$ cat src/rtl/pe_ctrl_pkg.sv
`default_nettype none
// ============================================================================
// Module  : pe_ctrl_pkg
// Purpose : Shared PE control codes, sequencer state encoding and default
//           widths used by pe, pe_sequencer and the array scheduler.
// Revision: 1.0 - initial release
// ============================================================================
package pe_ctrl_pkg;

  // Default geometry
  localparam int DEF_MAC_LATENCY = 4;
  localparam int DEF_LEN_W       = 12;
  localparam int DEF_VEC_W       = 8;
  localparam int CTRL_W          = 3;

  // PE control codes; 6 and 7 are reserved and never driven
  localparam logic [CTRL_W-1:0] CTRL_NOP       = 3'd0;
  localparam logic [CTRL_W-1:0] CTRL_LDW       = 3'd1;
  localparam logic [CTRL_W-1:0] CTRL_MAC_FIRST = 3'd2;
  localparam logic [CTRL_W-1:0] CTRL_MAC_ACC   = 3'd3;
  localparam logic [CTRL_W-1:0] CTRL_ACT       = 3'd4;
  localparam logic [CTRL_W-1:0] CTRL_RD        = 3'd5;

  // Sequencer states
  typedef enum logic [2:0] {
    ST_IDLE  = 3'd0,
    ST_LOADW = 3'd1,
    ST_MAC   = 3'd2,
    ST_DRAIN = 3'd3,
    ST_ACT   = 3'd4,
    ST_OUT   = 3'd5,
    ST_FIN   = 3'd6
  } pe_state_t;

endpackage
`default_nettype wire

$ cat src/rtl/pe_sequencer_beat_counter.sv
`default_nettype none
// ============================================================================
// Module  : beat_counter
// Purpose : Counter with a loadable terminal value. Counts accepted beats,
//           flags the terminal beat and returns to zero after it, so the
//           count never exceeds the loaded terminal value.
// Revision: 1.0 - initial release
// ============================================================================
module beat_counter #(
  parameter int W = 8
) (
  input  logic         clk,
  input  logic         rst,
  input  logic         i_load,
  input  logic [W-1:0] i_last,
  input  logic         i_inc,
  output logic [W-1:0] o_count,
  output logic         o_last
);

  logic [W-1:0] r_count;
  logic [W-1:0] r_last;

  assign o_count = r_count;
  assign o_last  = (r_count == r_last);

  // Load clears the count and captures the terminal value; each beat advances,
  // folding back to zero on the terminal beat.
  always_ff @(posedge clk or posedge rst) begin
    if (rst) begin
      r_count <= '0;
      r_last  <= '0;
    end else if (i_load) begin
      r_count <= '0;
      r_last  <= i_last;
    end else if (i_inc) begin
      r_count <= o_last ? '0 : r_count + W'(1);
    end
  end

endmodule
`default_nettype wire

$ cat src/rtl/pe_sequencer.sv
`default_nettype none
// ============================================================================
// Module  : pe_sequencer
// Purpose : Command-driven controller sequencing one PE through weight load,
//           multiply-accumulate, drain, optional activation and readout,
//           gating the shared data bus with a valid/ready handshake.
// Revision: 1.0 - initial release
// ============================================================================
module pe_sequencer
  import pe_ctrl_pkg::*;
#(
  parameter int MAC_LATENCY = DEF_MAC_LATENCY,
  parameter int LEN_W       = DEF_LEN_W,
  parameter int VEC_W       = DEF_VEC_W
) (
  input  logic              Clock,
  input  logic              Reset,
  input  logic              CmdValid,
  output logic              CmdReady,
  input  logic [LEN_W-1:0]  CmdLen,
  input  logic [VEC_W-1:0]  CmdVecs,
  input  logic              CmdAct,
  input  logic              DataValid,
  output logic              DataReady,
  output logic [CTRL_W-1:0] Ctrl,
  output logic              OutputCtrl,
  output logic              EnableAct,
  output logic              ResultValid,
  input  logic              ResultReady,
  output logic              Busy,
  output logic              Done
);

  localparam logic [3:0] c_drain_last = 4'(MAC_LATENCY - 1);

  pe_state_t        r_state;
  pe_state_t        w_next;
  logic             r_cmd_ready;
  logic             r_done;
  logic             r_act;
  logic [3:0]       r_drain;

  logic             w_accept;
  logic             w_degenerate;
  logic             w_beat;
  logic             w_rd_hs;
  logic [LEN_W-1:0] w_word_count;
  logic             w_word_last;
  logic [VEC_W-1:0] w_unused_vec_count;
  logic             w_vec_last;

  assign w_accept     = CmdValid && r_cmd_ready && (r_state == ST_IDLE);
  assign w_degenerate = (CmdLen == '0) || (CmdVecs == '0);
  assign w_beat       = DataValid && DataReady;
  assign w_rd_hs      = (r_state == ST_OUT) && ResultReady;

  // Word counter: beats within the weight load and within each vector
  beat_counter #(.W(LEN_W)) u_word_cnt (
    .clk     (Clock),
    .rst     (Reset),
    .i_load  (w_accept),
    .i_last  (CmdLen - LEN_W'(1)),
    .i_inc   (w_beat),
    .o_count (w_word_count),
    .o_last  (w_word_last)
  );

  // Vector counter: advanced by each result readout handshake
  beat_counter #(.W(VEC_W)) u_vec_cnt (
    .clk     (Clock),
    .rst     (Reset),
    .i_load  (w_accept),
    .i_last  (CmdVecs - VEC_W'(1)),
    .i_inc   (w_rd_hs),
    .o_count (w_unused_vec_count),
    .o_last  (w_vec_last)
  );

  // State register
  always_ff @(posedge Clock or posedge Reset) begin
    if (Reset) r_state <= ST_IDLE;
    else       r_state <= w_next;
  end

  // Next-state decode
  always_comb begin
    w_next = r_state;
    case (r_state)
      ST_IDLE:  if (w_accept) w_next = w_degenerate ? ST_FIN : ST_LOADW;
      ST_LOADW: if (w_beat && w_word_last) w_next = ST_MAC;
      ST_MAC:   if (w_beat && w_word_last) w_next = ST_DRAIN;
      ST_DRAIN: if (r_drain == c_drain_last) w_next = r_act ? ST_ACT : ST_OUT;
      ST_ACT:   w_next = ST_OUT;
      ST_OUT:   if (ResultReady) w_next = w_vec_last ? ST_FIN : ST_MAC;
      ST_FIN:   w_next = ST_IDLE;
      default:  w_next = ST_IDLE;
    endcase
  end

  // Output decode; codes track the data beat in the same cycle
  always_comb begin
    Ctrl        = CTRL_NOP;
    DataReady   = 1'b0;
    OutputCtrl  = 1'b0;
    EnableAct   = 1'b0;
    ResultValid = 1'b0;
    case (r_state)
      ST_LOADW: begin
        DataReady = 1'b1;
        if (DataValid) Ctrl = CTRL_LDW;
      end
      ST_MAC: begin
        DataReady = 1'b1;
        if (DataValid) Ctrl = (w_word_count == '0) ? CTRL_MAC_FIRST : CTRL_MAC_ACC;
      end
      ST_ACT: begin
        Ctrl      = CTRL_ACT;
        EnableAct = 1'b1;
      end
      ST_OUT: begin
        Ctrl        = CTRL_RD;
        OutputCtrl  = 1'b1;
        ResultValid = 1'b1;
      end
      default: ;
    endcase
  end

  // Drain timer restarts whenever the FSM is outside DRAIN
  always_ff @(posedge Clock or posedge Reset) begin
    if (Reset)                  r_drain <= '0;
    else if (r_state != ST_DRAIN) r_drain <= '0;
    else                        r_drain <= r_drain + 4'd1;
  end

  // Command fields latch, ready flag and completion pulse
  always_ff @(posedge Clock or posedge Reset) begin
    if (Reset) begin
      r_act       <= 1'b0;
      r_cmd_ready <= 1'b0;
      r_done      <= 1'b0;
    end else begin
      if (w_accept) r_act <= CmdAct;
      r_cmd_ready <= (w_next == ST_IDLE);
      r_done      <= (r_state == ST_FIN);
    end
  end

  assign CmdReady = r_cmd_ready;
  assign Done     = r_done;
  assign Busy     = (r_state != ST_IDLE);

endmodule
`default_nettype wire

$ cat config.mk
export PLATFORM = sky130hd
export DESIGN_NAME = pe_sequencer
export DESIGN_NICKNAME = d
export VERILOG_FILES = /design/src/rtl/pe_ctrl_pkg.sv /design/src/rtl/pe_sequencer_beat_counter.sv /design/src/rtl/pe_sequencer.sv
export SDC_FILE = /design/constraint.sdc
export NUM_CORES = 1
export LEC_CHECK = 0
export BUFFER_PORTS_ARGS = -buffer_cell sky130_fd_sc_hd__buf_2
export CORE_UTILIZATION = 53
export DETAILED_ROUTE_END_ITERATION = 10
export PLACE_DENSITY = 0.77
export SLEW_MARGIN = 20
export SYNTH_ARGS = -nofsm -noshare
export SYNTH_HDL_FRONTEND = slang
export SYNTH_SLANG_ARGS = --single-unit
export TNS_END_PERCENT = 10
$ cat constraint.sdc
create_clock -name Clock -period 1.6 [get_ports Clock]
set_clock_uncertainty 0.05 [all_clocks]
set_input_delay 0.24 -clock Clock [delete_from_list [all_inputs] [get_ports Clock]]
set_output_delay 0.24 -clock Clock [all_outputs]
set_load 0.005 [all_outputs]
==> summary.md <==
| Metric | Value |
|---|---|
| Outcome | `complete, but fails checks` |
| Failing checks | `negative setup slack` |
| Starting density of the core | `between 50% and 60%` |
| DRC violation total after the first TritonRoute iteration | `110` |
| Antenna violations before repair | `0` |
| PwrDens | `1180 mW/mm²` |
| Crit path launch | `u_word_cnt.o_count[11]` |
| FFs w/ async S/R, synth | `100%` |
| 1st-pass router iterations | `4` |
| Clock latency on the worst-skew pair | `0.30 ns` |
| Die W | `77.4 µm` |
| Max_cap viols | `0` |
| WHS Path Cells | `3` |
| Die H | `around 77 µm` |
| GRT Util Overall | `roughly a quarter` |
| Cell row count | `27` |
| Critical path capture point type | `flip-flop` |
| WP data required | `between 1.5 and 2 ns` |
| Cell count of the worst reg-to-reg path | `5` |
| CTS sink count | `50` |
| CTS tree | `done` |
| Setup TNS | `-3.91 ns` |
| Tot Pwr | `4.77 mW` |
| Syn. warnings | `0` |
| Worst path arrival time | `around 2.1 ns` |
| Final ANT Viol Nets | `0` |
| Hold Path Class | `input port to flip-flop` |
| RSZ-0062 raised after global routing | `true` |
| Worst-Margin Slew | `approximately 0.39 ns` |
| Final Max Slew Viols | `0` |
| Syn Std Cell Area | `0.00302 mm²` |
| Startpoint types | `flip-flop` |
| Via/cell ratio | `approximately 5.6` |
| Setup WS post-layout | `-0.323 ns` |
| H-tree depth | `2` |
| Placer Congestion | `0.886` |
| Leakage | `1.88 nW` |
| Post-synthesis sequential area ratio | `41.5%` |
| Final min period | `about 1.9 ns` |
| Antenna Cells | `0` |
| Hold_ws | `approximately 0.073 ns` |
| Die Area | `0.00600 mm²` |
| Cells after Synth | `343` |
| Share of cells above drive strength 1 | `36.6%` |
| Syn nets | `between 300 and 400` |
| Routed via count | `2840` |
| Netlist cell types | `50` |
| Hold path startpoint | `CmdAct` |
| Pre-CTS setup slack | `-0.171 ns` |
| Post-synth EDFFs | `0` |
| Fmax | `between 500 and 600 MHz` |
| Clock slew at reported path FFs | `~0.09 ns` |
| DRC Markers | `0` |
| Pin count of the biggest net entering global routing | `a little over 50` |
| Vias in the first global route | `around 2800` |
| Dpl hpwl | `5.32 mm` |
| Worst R2R Start | `u_word_cnt.o_count[11]` |
| VDD IR-drop max | `0.647 mV` |
| Mean Syn Cell Area | `8.79 µm²` |
| Routed wire per std cell | `14.9 µm` |
| Main flop type after synthesis | `dfrtp_1` |
| Final Hold Fails | `0` |
| Total gr overflow | `0` |
| Worst Setup Path Type | `flip-flop to flip-flop` |
| Final setup fails | `25` |
| Slew margin rel. | `74.0%` |
| Nets | `around 470` |
| CTS root buffer | `clkbuf_8` |
| I/O pin total | `36` |
| I/O Buffers | `35` |
| Number of synthesized register bits | `50` |
| Layout area overhead | `34.4%` |
| Sequential Area | `0.00126 mm²` |
| First-pass GRT wire length | `12.4 mm` |
| CTS Buf Count | `5` |
| Area occupied by multi-input gates | `0.00183 mm²` |
| Tcrit/Tclk final | `120%` |
| Longest Clk Path Bufs | `2` |
| CP max FO | `6` |
| Fillers | `399` |
| Final WL | `7.55 mm` |
| Core area | `0.00551 mm²` |
[cells by family after synthesis]
kind of cell	synth area share (%)
and+or+nand+nor	25.7
buffers and inverters	4.27
AOI/OAI and AO/OA	14.7
adders and majority gates	3.32
xor gates and xnor gates	10.2
muxes	0.332
DFF	41.5
[layout make-up]
class / instances / area share [%]
clock buffers: 5 / 1.70
repair buffers: 100 / 18.4
well taps: 72 / 2.22
inverters: 14 / 1.36
multi-input cells: 264 / 45.1
flip-flops and latches: 50 / 31.0
clock inverters: 2 / 0.247
[power breakdown]
group / total [mW] / internal (mW) / switching, mW
combinational: 2.11 / 1.03 / 1.08
clock: 0.711 / 0.295 / 0.417
sequential: 1.94 / 1.62 / 0.325
total: 4.77 / 2.95 / 1.82
[per-layer routing]
layer	global-route usage (%)	share of wire, %
met5	0	0
met4	10.2	1.9
met3	3.65	5.1
met2	42.9	48
met1	34.7	45
[layout by cell type (no fill, tap or decap), types with 5 or more instances in the layout]
| cell type | count |
|---|---|
| nand3_1 | 13 |
| a21oi_1 | 7 |
| nor3_1 | 6 |
| dfrtp_1 | 46 |
| xor2_1 | 29 |
| nor2_1 | 21 |
| nor4_2 | 6 |
| ha_1 | 6 |
| buf_4 | 56 |
| xnor2_1 | 5 |
| o21ai_0 | 26 |
| inv_1 | 12 |
| o32ai_1 | 5 |
| buf_2 | 34 |
| nand2_1 | 54 |
| a21oi_2 | 8 |
| nand2b_1 | 6 |
| clkbuf_8 | 5 |
[registers in the layout, indices dropped and copies added (netlist names)]
signal and flops:
u_word_cnt.r_last 12, Done 1, r_drain 4, r_state 3, u_vec_cnt.o_count 8, u_word_cnt.o_count 12
r_act 1, CmdReady 1, u_vec_cnt.r_last 8
[path summary, 6_finish.rpt]
kind | endpoint | slack, ns
max | r_state[1] | -0.32
min | r_act | 0.07
max reg2reg | r_state[1] | -0.32
min reg2reg | r_drain[0] | 0.41
max in group asynchronous | u_word_cnt.o_count[8] | 0.79
min in group asynchronous | r_state[2] | 0.47
[critical path, cell delays in order, from the launching register on]
cell and delay, ns:
dfrtp_1 0.44, xor2_1 0.20, nor4_2 0.37, nand3_2 0.24
or4_1 0.46, nand3_1 0.10
[repair_timing]
item	4_1_cts	5_1_grt
setup endpoints to repair	27	50
hold endpoints to repair	50	0
setup buffers	3	3
gates resized for setup	22	26
pin swaps	4	7
gates cloned	0	1
hold buffers	1	0
[synthesized netlist by cell type, types with 2 or more instances]
master,count,area [µm²]
a21o_1,2,15.0
a21oi_1,17,85.1
a31oi_1,3,18.8
a32o_1,3,30.0
and2_1,3,18.8
and3_1,5,31.3
buf_2,4,20.0
buf_4,2,15.0
clkbuf_1,8,30.0
dfrtp_1,50,1250
ha_1,8,100
inv_1,13,48.8
nand2_1,54,203
nand2b_1,6,37.5
nand3_1,15,75.1
nand3_2,2,20.0
nand3b_1,2,15.0
nand4_1,3,18.8
nor2_1,22,82.6
nor3_1,8,40.0
nor4_1,4,25.0
nor4_2,3,37.5
nor4b_1,2,17.5
o21ai_0,28,140
o22ai_1,4,25.0
o32ai_1,7,61.3
or2_2,5,31.3
or3_1,3,18.8
or4_1,3,22.5
xnor2_1,5,43.8
xor2_1,30,263
[per-stage QoR]
step / utilization [%] / cells / instance area (µm²)
6_report: 73.6 / 507 / 4050
5_1_grt: 73.6 / 507 / 4050
4_1_cts: 70.5 / 503 / 3880
3_5_place_dp: 67.0 / 492 / 3690
3_3_place_gp: 67.0 / 492 / 3690
2_1_floorplan: - / 343 / 3030
Note: power is estimated with default switching activity, not from simulation.
